==> config.mk <==
export PLATFORM = sky130hd
export DESIGN_NAME = block_emitter
export DESIGN_NICKNAME = d
export VERILOG_FILES = /design/src/rtl/block_pkg.sv /design/src/rtl/keyword_rom.sv /design/src/rtl/block_emitter.sv
export SDC_FILE = /design/constraint.sdc
export NUM_CORES = 1
export LEC_CHECK = 0
export CAP_MARGIN = 0
export CORE_MARGIN = 2
export CORE_UTILIZATION = 48
export CTS_CLUSTER_DIAMETER = 120
export DETAILED_ROUTE_END_ITERATION = 6
export GPL_TIMING_DRIVEN = 0
export HOLD_SLACK_MARGIN = 0.06
export PLACE_DENSITY = 0.76
export SYNTH_ARGS = -nofsm -noshare
export SYNTH_HDL_FRONTEND = slang
export SYNTH_HIERARCHICAL = 1
export SYNTH_SLANG_ARGS = --single-unit
export TNS_END_PERCENT = 1
==> constraint.sdc <==
create_clock -name clk -period 2.1 [get_ports clk]
set_input_delay 0.315 -clock clk [delete_from_list [all_inputs] [get_ports clk]]
set_output_delay 0.315 -clock clk [all_outputs]
set_load 0.05 [all_outputs]
==> src/rtl/block_pkg.sv <==
// block_pkg: shared FSM states, ASCII constants and keyword lengths for block_emitter.
package block_pkg;
   typedef enum logic [1:0] {IDLE, WORD, SPACE} state_e;
   localparam logic [7:0] ASCII_SPACE = 8'h20;
   localparam logic [7:0] CASE_OFFSET = 8'h20;
   localparam logic [2:0] BEGIN_LEN = 3'd5;
   localparam logic [2:0] END_LEN = 3'd3;
   function automatic logic [2:0] kw_len(input logic is_end);
      return is_end ? END_LEN : BEGIN_LEN;
   endfunction
endpackage

==> src/rtl/keyword_rom.sv <==
// keyword_rom: lowercase letter of "begin"/"end" at a given index; out-of-range yields a space.
module keyword_rom
   import block_pkg::*;
(
   input  logic       is_end,
   input  logic [2:0] idx,
   output logic [7:0] ch
);
   always_comb begin
      ch = ASCII_SPACE;
      case ({is_end, idx})
         4'b0_000: ch = "b";
         4'b0_001: ch = "e";
         4'b0_010: ch = "g";
         4'b0_011: ch = "i";
         4'b0_100: ch = "n";
         4'b1_000: ch = "e";
         4'b1_001: ch = "n";
         4'b1_010: ch = "d";
         default:  ch = ASCII_SPACE;
      endcase
   end
endmodule

==> src/rtl/block_emitter.sv <==
// block_emitter: streams "begin "/"end " one character per clock while tracking nesting depth.
module block_emitter
   import block_pkg::*;
#(
   parameter int DEPTH_W = 8
) (
   input  logic               clk,
   input  logic               reset,
   input  logic               cmd_valid,
   input  logic               cmd_is_end,
   input  logic               cmd_upper,
   output logic               cmd_ready,
   output logic [7:0]         out,
   output logic               out_valid,
   output logic [DEPTH_W-1:0] depth,
   output logic               balanced,
   output logic               err
);
   state_e             state_q, state_d;
   logic [2:0]         idx_q, idx_d, rom_idx;
   logic               is_end_q, is_end_d, upper_q, upper_d;
   logic [7:0]         out_q, out_d, rom_ch, letter;
   logic               out_valid_q, out_valid_d;
   logic [DEPTH_W-1:0] depth_q, depth_d;
   logic               err_q, err_d;
   logic               accept, legal, rom_end, word_done;

   assign cmd_ready = state_q != WORD;
   assign accept    = cmd_valid && cmd_ready;
   assign legal     = cmd_is_end ? (depth_q != '0) : (depth_q != '1);
   // The ROM looks one character ahead so out can stay a plain register.
   assign rom_end   = accept ? cmd_is_end : is_end_q;
   assign rom_idx   = accept ? 3'd0 : idx_q + 3'd1;
   assign letter    = (accept ? cmd_upper : upper_q) ? rom_ch - CASE_OFFSET : rom_ch;
   assign word_done = (state_q == WORD) && (idx_q + 3'd1 == kw_len(is_end_q));

   keyword_rom u_rom (
      .is_end(rom_end),
      .idx   (rom_idx),
      .ch    (rom_ch)
   );

   always_comb begin
      state_d  = state_q;
      idx_d    = idx_q;
      is_end_d = is_end_q;
      upper_d  = upper_q;
      depth_d  = depth_q;
      err_d    = err_q;
      if (accept) begin
         idx_d    = 3'd0;
         is_end_d = cmd_is_end;
         upper_d  = cmd_upper;
         state_d  = legal ? WORD : IDLE;
         err_d    = err_q || !legal;
         depth_d  = !legal ? depth_q : cmd_is_end ? depth_q - 1'b1 : depth_q + 1'b1;
      end else if (state_q == WORD) begin
         state_d = word_done ? SPACE : WORD;
         idx_d   = word_done ? idx_q : idx_q + 3'd1;
      end else begin
         state_d = IDLE;
      end
      out_d       = (state_d == WORD) ? letter : ASCII_SPACE;
      out_valid_d = state_d != IDLE;
   end

   always_ff @(posedge clk or negedge reset) begin
      if (!reset) begin
         state_q     <= IDLE;
         idx_q       <= 3'd0;
         is_end_q    <= 1'b0;
         upper_q     <= 1'b0;
         out_q       <= ASCII_SPACE;
         out_valid_q <= 1'b0;
         depth_q     <= '0;
         err_q       <= 1'b0;
      end else begin
         state_q     <= state_d;
         idx_q       <= idx_d;
         is_end_q    <= is_end_d;
         upper_q     <= upper_d;
         out_q       <= out_d;
         out_valid_q <= out_valid_d;
         depth_q     <= depth_d;
         err_q       <= err_d;
      end
   end

   assign out       = out_q;
   assign out_valid = out_valid_q;
   assign depth     = depth_q;
   assign balanced  = depth_q == '0;
   assign err       = err_q;
endmodule
# Yosys cells after proc, flatten, opt, wreduce, memory -nomap -nowiden
# Memory sizes are Yosys's and may differ from the RTL's.
# Index checks and enable logic that the tools add are counted.
# W data, S select, Z words.
# totals
ff_bits,25
romBits,80
in_bits,5
out_inout_bits,20
elab_cells,44
n_memories,1
# op_classes
add_sub_neg,4
eq_ne,6
mux,15
reduce_logical,10
# memory_table
memory,words,width,rd,rd_clocked_by_memory_dff,write_ports,line,source
(no name shown),16,5,1,0,0,keyword_rom.sv:11,"case ({is_end, idx})"
# ops
operator,n
$mux W8,3
$mux W3,5
$add A8 B1 Y8 const B,1
$logic_not A8 Y1,1
$ne A8 B8 Y1 const B,1
$reduce_bool A8 Y1,1
$sub A8 B1 Y8 const B,1
$sub A8 B6 Y8 const B,1
$mux W2,3
$eq A2 B1 Y1 const B,2
$mux W1,4
$reduce_and A2 Y1,2
$reduce_bool A2 Y1,2
$add A3 B1 Y3 const B,1
$eq A3 B3 Y1,1
$logic_and A1 B1 Y1,2
$ne A2 B1 Y1 const B,1
$ne A2 B2 Y1 const B,1
$logic_not A1 Y1,1
$logic_or A1 B1 Y1,1

# Logic depth before layout (Yosys ltp)
# depth
ltp_word,8
mapped_depth,13
depth_no_buf,12

# By module
# The synthesis kept the hierarchy.
# modules_own_cells
mod,instances,cells_per_inst,area_per_inst_um2,seq_area_each_um2
block_emitter,1,131,1326.3,626.9
keyword_rom,1,24,185.2,0.0

# Worst setup path before layout
# Ideal clock, no wire load.
# synth_timing
path_type,register to register
start,reg depth_q[3] (netlist: depth[3])
end,reg out_q[0] (netlist: out[0])
setup_time_ps,119
t_arrival_ps,2216
required_time_ps,1981
path_slack_ps,-235
stages_incl_launch_ff,6
n_path_buf,0
period_less_slack_ps,2335
cell_sequence,dfrtp_1 > or4_1 > nor2_2 > a211o_2 > nand2_2 > and2_1
# synth_between
elab_chain_len,6
word_cells_on_any_way,7
classes_between,2 x eq/ne; 4 x mux; 1 x reduce/logical
# synth_lines
element,line,source
from (decl),block_emitter.sv:24,"logic [DEPTH_W-1:0] depth_q, depth_d;"
from (signal assigned),block_emitter.sv:84,depth_q <= depth_d;
$ne A8 B8 Y1 / $reduce_bool A8 Y1 (equally long branches),block_emitter.sv:30,assign legal = cmd_is_end ? (depth_q != '0) : (depth_q != '1);
$mux W1 (*),block_emitter.sv:30,
$mux W1 (*),block_emitter.sv:54,state_d = legal ? WORD : IDLE;
$mux W2 (*),block_emitter.sv:50,if (accept) begin
net state_d[0],block_emitter.sv:19,"state_e state_q, state_d;"
$eq A2 B1 Y1 (*),block_emitter.sv:63,out_d = (state_d == WORD) ? letter : ASCII_SPACE;
$mux W8 (*),block_emitter.sv:63,
net out_d[0],block_emitter.sv:22,"logic [7:0] out_q, out_d, rom_ch, letter;"
to (signal assigned),block_emitter.sv:82,out_q <= out_d;
to (decl),block_emitter.sv:22,
# The timed path passes the listed nets; every way through them passes the cells marked *.
# A chain may end at the register's enable or synchronous reset.

# Worst setup path in the final report
# layout_timing
start,reg idx_q[0]
end,reg out_q[6] (netlist: out[6])
# layout_between
word_cells_on_any_way,12
classes_between,2 x add/sub; 2 x eq/ne; 6 x mux; 1 x reduce/logical; 1 x memory
# layout_lines
element,line,source
from (decl),block_emitter.sv:20,"logic [2:0] idx_q, idx_d, rom_idx;"
from (signal assigned),block_emitter.sv:79,idx_q <= idx_d;
$add A3 B1 Y3 (*),block_emitter.sv:33,assign rom_idx = accept ? 3'd0 : idx_q + 3'd1;
$mux W3 (*),block_emitter.sv:33,
$mem_v2 Z16 W5 (*),--,
net rom_ch[6],block_emitter.sv:22,
$sub A8 B6 Y8,block_emitter.sv:34,assign letter = (accept ? cmd_upper : upper_q) ? rom_ch - CASE_OFFSET : rom_ch;
$mux W8 (*),block_emitter.sv:34,
$mux W8 (*),block_emitter.sv:63,
net out_d[6],block_emitter.sv:22,
# Marked as above.

==> impl_metrics.json <==
{
  "crit_buf_inv": 2,
  "fp.dieArea_sq_um": 3610,
  "chipWidth_um": 60.1,
  "grt_pass1_vias": 1267,
  "cp.arrival_ns": 2.29,
  "synth_warnings": 6,
  "drv_slew": 0,
  "timing.slew.headroom": 0.261,
  "fmax_mhz": 484,
  "ys_seq_area_frac": 0.415,
  "wire_per_inst_um": 14.0,
  "drive_gt1_frac": 0.218,
  "grt_overflow_total": 0,
  "fin_skew_ns": 0.0134,
  "synth_cell_types": 44,
  "cts_root_buffer": "clkbuf_4",
  "setup_viol": 0,
  "vias": 1236,
  "port_buffers": 24,
  "syn_avg_cell_area_sq_um": 9.75,
  "gr-usage-all-layers": 0.202,
  "cp.required_ns": 2.32,
  "netlist_area_sq_um": 1510,
  "ys_top_cells_by_count": "dfrtp_1, nand2_1, ha_1",
  "hold_buffers": 0,
  "yosys.area.top_type": "dfrtp_1",
  "fin_crit_sh": 0.984,
  "critPathMaxStageDelay_ns": 0.45,
  "ys_seq_elements": 25,
  "syn2layout_area_growth_pct": 33.2,
  "maxCapViolCount": 0,
  "finalSetupTns_ns": 0,
  "critPathKind": "flop to flop",
  "worstSetupEndpointType": "flop",
  "htree_num_levels": 1,
  "grt_start_max_net_pins": 26,
  "rsz0062_at_grt": "yes",
  "critPathTopFamily": "adder cells",
  "firstDrtPassIters": 6,
  "status": "completed",
  "coreArea_sq_um": 3030,
  "synthCells": 155,
  "finalWorstSetupSlack_ns": 0.0336,
  "rows": 20,
  "min_period_ns": 2.07,
  "synth.most_common_cell": "dfrtp_1",
  "gp_congestion": 0.839,
  "synth_edf_count": 0,
  "crit_chain": "ha_4, inv_2, a21oi_4, ha_2, and2_4, a21oi_2, inv_1, ha_1, nor2b_1, a221oi_1",
  "ios": 25,
  "worstPathMaxFanout": 3,
  "wirelength_um": 3320,
  "hold_viol": 0,
  "synth-async-reset-ratio": 1.00,
  "synth_top_area_share": 0.397,
  "grt_antenna_before_repair": 0,
  "via_per_inst": 5.22,
  "start_kind": "flop",
  "cts.clk_slew.worst_paths_ns": 0.14,
  "grt_pass1_wl_um": 5420,
  "drt_iter0_markers": 27,
  "synth_area_leaders": "dfrtp_1, ha_1, nand2_1",
  "detail-route-antenna-nets": 0,
  "clk_path_buf_depth": 2,
  "drc": 0,
  "hpwl_um": 2280,
  "ys.flop_type": "dfrtp_1",
  "placement.cell_area_sq_um": 1820,
  "worst_pin_slew_ns": 1.11,
  "fin_util": 0.665,
  "fin_nets": 212,
  "insertion_delay_ns": 0.33,
  "cts_buffers": 3,
  "finish.instance_area_sq_um": 2010,
  "cp_slowest_cell": "dfrtp_1",
  "start_util": 0.499,
  "clkSinkCount": 25,
  "die_h_um": 60.1,
  "cts_tree": "yes",
  "preCtsSetupSlack_ns": -0.493,
  "min_path_type": "input port to flop",
  "diodes": 0
}
[per-layer routing]
layer / GRT usage / routed length [um] / vias up
met5: 0 / 0 / -
met4: 0.0825 / 58 / 0
met3: 0.0281 / 118 / 14
met2: 0.365 / 1730 / 33
met1: 0.236 / 1410 / 590
li1: - / - / 599
[final cells by class]
| type | instances | area [sq um] |
|---|---|---|
| repair buffers | 34 | 318 |
| fillers | 250 | 1010 |
| clock buffers | 4 | 26.3 |
| inverters | 11 | 41.3 |
| flip-flops and latches | 25 | 628 |
| well taps | 44 | 55.1 |
| multi-input cells | 114 | 896 |
| plain buffers | 5 | 48.8 |
[worst register-to-register path: cells and delay by family (launching register included)]
family,cells,cell delay (ns)
DFF,1,0.45
adders and majority gates,3,0.74
AOI/OAI and AO/OA,3,0.37
buffers and inverters,2,0.14
and+or+nand+nor,2,0.26
[per-stage QoR]
step / hold slack (ns) / std cells
after CTS: 0.507 / 234
final: 0.485 / 237
after global placement: 0.476 / 224
after floorplan: 0.0194 / 156
after global routing: 0.472 / 237
after detailed placement: 0.473 / 224
[placed cells by master, fill, tap and decap left out, types with 6 or more instances in the layout]
cell	synthesis	routed
clkdlybuf4s50_1	0	20
dfrtp_1	24	23
a21oi_1	8	6
o21ai_0	7	7
ha_1	12	9
inv_1	11	9
buf_4	3	12
and2_1	6	6
nand2_1	15	13
[cell families (layout without fill, tap and decap cells)]
logic type / count (synthesis) / count (layout) / synth area share
mux: 5 / 5 / 0.0331
flops: 25 / 25 / 0.415
fa+ha+maj: 13 / 13 / 0.113
compound gates: 34 / 34 / 0.148
buf+inv: 17 / 54 / 0.0604
other cells: 2 / 3 / 0.00497
simple gates: 51 / 51 / 0.180
xor+xnor: 8 / 8 / 0.0464
[final timing paths]
kind | cells past startpoint | to | from | slack (ns)
setup / recovery | 10 | out[6] | idx_q[0] | 0.03
hold / removal | 3 | err | cmd_valid | 0.48
setup reg to reg | 10 | out[6] | idx_q[0] | 0.03
hold reg to reg | 1 | err | err | 0.50
max in group asynchronous | 1 | depth[3] | reset | 0.79
min in group asynchronous | 1 | out[0] | reset | 0.56
[flip-flops by register name (all words and copies together), names as in the netlist]
| signal | count |
|---|---|
| idx_q | 3 |
| err | 1 |
| is_end_q | 1 |
| state_q | 2 |
| upper_q | 1 |
| depth | 8 |
| out | 8 |
| out_valid | 1 |
[what timing repair did]
item | in CTS | in global routing
buffers inserted | 6 | 3
endpoints found under the setup margin | 4 | 5
cloned | 0 | 1
pin swaps | 3 | 5
gates resized for setup | 15 | 16
Power is not shown: default switching activity piles up to over one toggle a cycle in this logic, so the estimate is an artifact.
